File: config.mk
export PLATFORM = sky130hd
export DESIGN_NAME = tx_serializer
export DESIGN_NICKNAME = d
export VERILOG_FILES = /design/src/rtl/tx_serializer.sv
export SDC_FILE = /design/constraint.sdc
export NUM_CORES = 1
export LEC_CHECK = 0
export ABC_AREA = 1
export ABC_CLOCK_PERIOD_IN_PS = 6200
export BUFFER_PORTS_ARGS = -buffer_cell sky130_fd_sc_hd__buf_2
export CORE_MARGIN = 1.5
export CORE_UTILIZATION = 55
export CTS_CLUSTER_SIZE = 10
export DETAILED_ROUTE_END_ITERATION = 6
export PLACE_DENSITY = 0.74
export SYNTH_ARGS = -nofsm -noshare
export SYNTH_HDL_FRONTEND = slang
export SYNTH_SLANG_ARGS = --single-unit
File: constraint.sdc
create_clock -name clk -period 6.2 [get_ports clk]
set_input_delay 0.62 -clock clk [delete_from_list [all_inputs] [get_ports clk]]
set_output_delay 0.62 -clock clk [all_outputs]
set_load 0.02 [all_outputs]
File: src/rtl/tx_serializer.sv
// tx_serializer: pulls bytes from the TX FIFO, 8b10b-encodes them with a
// running-disparity register, inserts a K28.5 comma in slot 0 of every packet
// (and as filler when the FIFO runs dry) and shifts each symbol out LSB first.
// Optional build macro TX_SERIALIZER_STATS_EN adds saturating data/filler
// symbol counters on the stat_data / stat_fill ports.
module tx_serializer #(
  parameter int NUM_BYTES_PER_PACKET = 8
) (
  input  logic        clk,
  input  logic        rst_n,
  input  logic        fifo_empty,
  output logic        fifo_ren,
  input  logic [7:0]  fifo_dout,
  output logic        strobout,
  output logic        busy
`ifdef TX_SERIALIZER_STATS_EN
  ,
  output logic [15:0] stat_data,
  output logic [15:0] stat_fill
`endif
);
  localparam int SW = (NUM_BYTES_PER_PACKET > 1) ? $clog2(NUM_BYTES_PER_PACKET) : 1;
  localparam logic [SW-1:0] LAST_SLOT = SW'(NUM_BYTES_PER_PACKET - 1);
  localparam logic [9:0] K28_5_NEG = 10'h0FA;
  localparam logic [9:0] K28_5_POS = 10'h305;

  logic [9:0]    sym_sr;
  logic [3:0]    bit_cnt;
  logic [SW-1:0] slot_cnt;
  logic          rd;
  logic          ren_p1;
  logic [7:0]    byte_r;
  logic          have_byte;

  logic          next_is_data;
  logic [9:0]    data_sym;
  logic          data_rd;

  // 5b/6b table, RD- column, abcdei order (a in bit 5)
  function automatic logic [5:0] enc6_neg(input logic [4:0] x);
    logic [5:0] r;
    case (x)
      5'd0:  r = 6'b100111;  5'd1:  r = 6'b011101;
      5'd2:  r = 6'b101101;  5'd3:  r = 6'b110001;
      5'd4:  r = 6'b110101;  5'd5:  r = 6'b101001;
      5'd6:  r = 6'b011001;  5'd7:  r = 6'b111000;
      5'd8:  r = 6'b111001;  5'd9:  r = 6'b100101;
      5'd10: r = 6'b010101;  5'd11: r = 6'b110100;
      5'd12: r = 6'b001101;  5'd13: r = 6'b101100;
      5'd14: r = 6'b011100;  5'd15: r = 6'b010111;
      5'd16: r = 6'b011011;  5'd17: r = 6'b100011;
      5'd18: r = 6'b010011;  5'd19: r = 6'b110010;
      5'd20: r = 6'b001011;  5'd21: r = 6'b101010;
      5'd22: r = 6'b011010;  5'd23: r = 6'b111010;
      5'd24: r = 6'b110011;  5'd25: r = 6'b100110;
      5'd26: r = 6'b010110;  5'd27: r = 6'b110110;
      5'd28: r = 6'b001110;  5'd29: r = 6'b101110;
      5'd30: r = 6'b011110;  default: r = 6'b101011;
    endcase
    return r;
  endfunction

  // 3b/4b table, RD- column, fghj order; y=7 here is the primary P7 code
  function automatic logic [3:0] enc4_neg(input logic [2:0] y);
    logic [3:0] r;
    case (y)
      3'd0: r = 4'b1011;  3'd1: r = 4'b1001;
      3'd2: r = 4'b0101;  3'd3: r = 4'b1100;
      3'd4: r = 4'b1101;  3'd5: r = 4'b1010;
      3'd6: r = 4'b0110;  default: r = 4'b1110;
    endcase
    return r;
  endfunction

`ifdef TX_SERIALIZER_STATS_EN
  function automatic logic [15:0] sat_inc(input logic [15:0] v);
    return (v == 16'hFFFF) ? v : v + 16'd1;
  endfunction
`endif

  assign next_is_data = (slot_cnt != LAST_SLOT);
  assign fifo_ren     = (bit_cnt == 4'd7) && next_is_data && !fifo_empty;
  assign strobout     = sym_sr[0];

  // Dx.y encode of the held byte against the current running disparity
  always_comb begin
    logic [4:0] x;
    logic [2:0] y;
    logic [5:0] t6;
    logic [3:0] t4;
    logic       flip6, flip4, alt6, alt4, rd_mid, use_a7;
    x      = byte_r[4:0];
    y      = byte_r[7:5];
    t6     = enc6_neg(x);
    flip6  = ($countones(t6) != 3);
    alt6   = flip6 || (x == 5'd7);
    rd_mid = rd ^ flip6;
    use_a7 = (y == 3'd7) &&
             ((!rd_mid && (x == 5'd17 || x == 5'd18 || x == 5'd20)) ||
              ( rd_mid && (x == 5'd11 || x == 5'd13 || x == 5'd14)));
    t4     = use_a7 ? 4'b0111 : enc4_neg(y);
    flip4  = ($countones(t4) != 2);
    alt4   = flip4 || (y == 3'd3);
    data_sym = {(rd && alt6) ? ~t6 : t6, (rd_mid && alt4) ? ~t4 : t4};
    data_rd  = rd_mid ^ flip4;
  end

  // Bit/slot counters, byte capture, symbol load and serial shift
  always_ff @(posedge clk or negedge rst_n) begin
    if (!rst_n) begin
      sym_sr    <= K28_5_NEG;
      bit_cnt   <= 4'd0;
      slot_cnt  <= '0;
      rd        <= 1'b1;
      ren_p1    <= 1'b0;
      byte_r    <= 8'd0;
      have_byte <= 1'b0;
      busy      <= 1'b0;
    end else begin
      ren_p1 <= fifo_ren;
      if (bit_cnt == 4'd9) begin
        bit_cnt   <= 4'd0;
        slot_cnt  <= slot_cnt + SW'(1);
        have_byte <= 1'b0;
        if (next_is_data && have_byte) begin
          sym_sr <= data_sym;
          rd     <= data_rd;
          busy   <= 1'b1;
        end else begin
          // K28.5 has an unbalanced 6b half and a balanced 4b half: it always flips RD
          sym_sr <= rd ? K28_5_POS : K28_5_NEG;
          rd     <= ~rd;
          busy   <= 1'b0;
        end
      end else begin
        bit_cnt <= bit_cnt + 4'd1;
        sym_sr  <= {1'b0, sym_sr[9:1]};
        if (bit_cnt == 4'd8 && ren_p1) begin
          byte_r    <= fifo_dout;
          have_byte <= 1'b1;
        end
      end
    end
  end

`ifdef TX_SERIALIZER_STATS_EN
  // Saturating counts of data-symbol loads and filler-comma loads
  always_ff @(posedge clk or negedge rst_n) begin
    if (!rst_n) begin
      stat_data <= 16'd0;
      stat_fill <= 16'd0;
    end else if (bit_cnt == 4'd9 && next_is_data) begin
      if (have_byte) stat_data <= sat_inc(stat_data);
      else           stat_fill <= sat_inc(stat_fill);
    end
  end
`endif

endmodule

==> flow_metrics.env <==
export IMPL_holdCritPathClass="input pin to asynchronous set/reset pin"
export IMPL_crit_buf_inv=7
export IMPL_cp_arrival_ns=5.93
export IMPL_grt_pass1_wl_mm=7.02
export IMPL_p_leak_nw=1.17
export IMPL_synth_common_cells="nand2_1, inv_1, dfrtp_1"
export IMPL_synth_top_area_cell="dfrtp_1"
export IMPL_io_buffers=13
export IMPL_async_flop_share_pct=100
export IMPL_synthFlopType="dfrtp_1"
export IMPL_preCtsSetupSlack_ns=0.249
export IMPL_h_tree_depth=2
export IMPL_clk_path_buf_depth=2
export IMPL_drive_gt1_share_pct=18.1
export IMPL_netlist_area_leader_share_pct=27.5
export IMPL_holdWs_ns=0.291
export IMPL_fin_skew_ns=0.0179
export IMPL_antenna_cells=0
export IMPL_synth_area_leaders="dfrtp_1, nand2_1, dfstp_2"
export IMPL_setup_viol=0
export IMPL_cts_tree="built"
export IMPL_cts_setup_buffers=0
export IMPL_tightestPinTransition_ns=0.647
export IMPL_clock_sinks=29
export IMPL_path_delay_family="adder cells"
export IMPL_post_cts_resized=0
export IMPL_cts_buffers=5
export IMPL_initial_core_util_pct=58.7
export IMPL_ant_nets=0
export IMPL_cts_root_buffer="clkbuf_4"
export IMPL_path_clk_slew_ns=0.11
export IMPL_maxCapViolations=0
export IMPL_pin_count=14
export IMPL_grt_pass1_vias=1603
export IMPL_avgSynthCellArea_um2=7.59
export IMPL_min_period_ns=5.68
export IMPL_synth_cell_area_um2=2000
export IMPL_gp_congestion=0.918
export IMPL_synth_most_common_cell="nand2_1"
export IMPL_period_share_pct=91.5
export IMPL_synth_seq_cells=29
export IMPL_synthesis_nets=292
export IMPL_setup_ws_ns=0.524
export IMPL_irDropWorstVdd_mv=0.167
export IMPL_dpl_hpwl_mm=3.02
export IMPL_grt_max_degree=30
export IMPL_route_detailed_drc=0
export IMPL_first_pass_iters=4
export IMPL_chipHeight_um=63.4
export IMPL_synth_edf_count=0
export IMPL_cp_max_fo=6
export IMPL_cp_common_cell="nand2_1"
export IMPL_cts_hold_buffers=0
export IMPL_drt_wl_total_mm=4.06
export IMPL_dieArea_um2=4020
export IMPL_finalMaxSlewViolations=0
export IMPL_die_w_um=63.4
export IMPL_vias=1716
export IMPL_slew_headroom_pct=56.8
export IMPL_critPathCaptureType="register"
export IMPL_rows=21
export IMPL_slowest_delay_ns=0.54
export IMPL_wl_per_cell_um=12.4
export IMPL_core_area_um2=3420
export IMPL_instances_no_fill=327
export IMPL_hold_viol=0
export IMPL_power_density_nw_per_um2=335
export IMPL_ys_types=31
export IMPL_worstPathRequired_ns=6.45
export IMPL_startpoint_type="register"
export IMPL_clk_latency_ns=0.34
export IMPL_dp_cells=319
export IMPL_slowest_stage="fa_1"
export IMPL_synthToLayoutAreaGrowth_pct=9.43
export IMPL_critPathKind="register to register"
export IMPL_antenna_found_initial=0
export IMPL_syn_inst=264
export IMPL_gr_total_overflow=0
export IMPL_final_nets=308
export IMPL_via_per_inst=5.25
export IMPL_grt_total_usage_pct=22.5
export IMPL_ys_seq_area_share_pct=36.6
export IMPL_outcome="finished, final reports clean"
export IMPL_ys_warn_count=0
export IMPL_drt_iter0_drc=95
export IMPL_fmax_ghz=0.176
[layout by cell type, fill, tap and decap left out, types with 4 or more instances in the layout]
cell      Yosys  final
dfstp_2       7      7
inv_2         5      5
xor2_1        4      4
clkbuf_4      0      5
nor2_1       21     20
fa_1          4      4
inv_1        29     29
nand3_1      14     14
nor3_1        4      4
nand2_1      79     78
a21oi_1      15     15
o21ai_0      13     12
dfrtp_1      22     20
ha_1         13     13
nand2_2       7      8
buf_2         1     13
[through the flow]
stage	utilization [%]	instance area, µm²	setup TNS (ns)	total power [mW]
floorplan	-	2000	0	0.494
global placement	61.4	2100	0	0.552
detailed placement	61.4	2100	0	0.559
CTS	63.8	2180	0	0.726
global route	64.2	2190	-0.0153	0.806
finish	64.2	2190	0	0.734
[layer usage]
layer | part of all wire, % | routed length (µm) | track usage, % | vias up
met5 | 0 | 0 | 0 | -
met4 | 2.0 | 81 | 10.6 | 0
met3 | 3.6 | 148 | 5.18 | 10
met2 | 46 | 1860 | 36.1 | 32
met1 | 48 | 1960 | 28.8 | 801
li1 | - | - | - | 873
[kinds of logic after synthesis]
kind of cell               synth area share, %
DFF                                       36.6
and+or+nand+nor                           30.2
xor gates and xnor gates                  2.62
adders and majority gates                 12.1
buffers and inverters                     8.24
AOI/OAI and AO/OA                         10.2
[state kept, by name, indices dropped and copies added, names as in the netlist]
| name | count |
|---|---|
| byte_r | 8 |
| bit_cnt | 4 |
| sym_sr | 10 |
| ren_p1 | 1 |
| slot_cnt | 3 |
| busy | 1 |
| have_byte | 1 |
| rd | 1 |
[final timing paths]
path | start | endpoint | slack [ns] | depth (start not counted)
setup / recovery | byte_r[0] | sym_sr[0] | 0.52 | 32
hold / removal | rst_n | sym_sr[2] | 0.29 | 1
max in group asynchronous | rst_n | byte_r[1] | 5.44 | 1
setup reg to reg | byte_r[0] | sym_sr[0] | 0.52 | 32
hold reg to reg | sym_sr[5] | sym_sr[4] | 0.46 | 2
min in group clk | fifo_empty | ren_p1 | 0.45 | 2
[area by class of cell]
class | count | area (µm²)
clock inverter | 1 | 30.0
fill | 328 | 1220
sequential | 29 | 737
clock buffer | 7 | 55.1
multi-input combinational | 196 | 1110
tap | 46 | 57.6
inverter | 35 | 134
timing repair buffer | 13 | 65.1
[power breakdown]
| group | switching, mW | total, mW | internal (mW) | leakage [nW] |
|---|---|---|---|---|
| Sequential | 0.0170 | 0.226 | 0.209 | 0.338 |
| Combinational | 0.210 | 0.341 | 0.131 | 0.786 |
| Clock | 0.0708 | 0.167 | 0.0962 | 0.0455 |
Power figures use the tool's default switching activity.
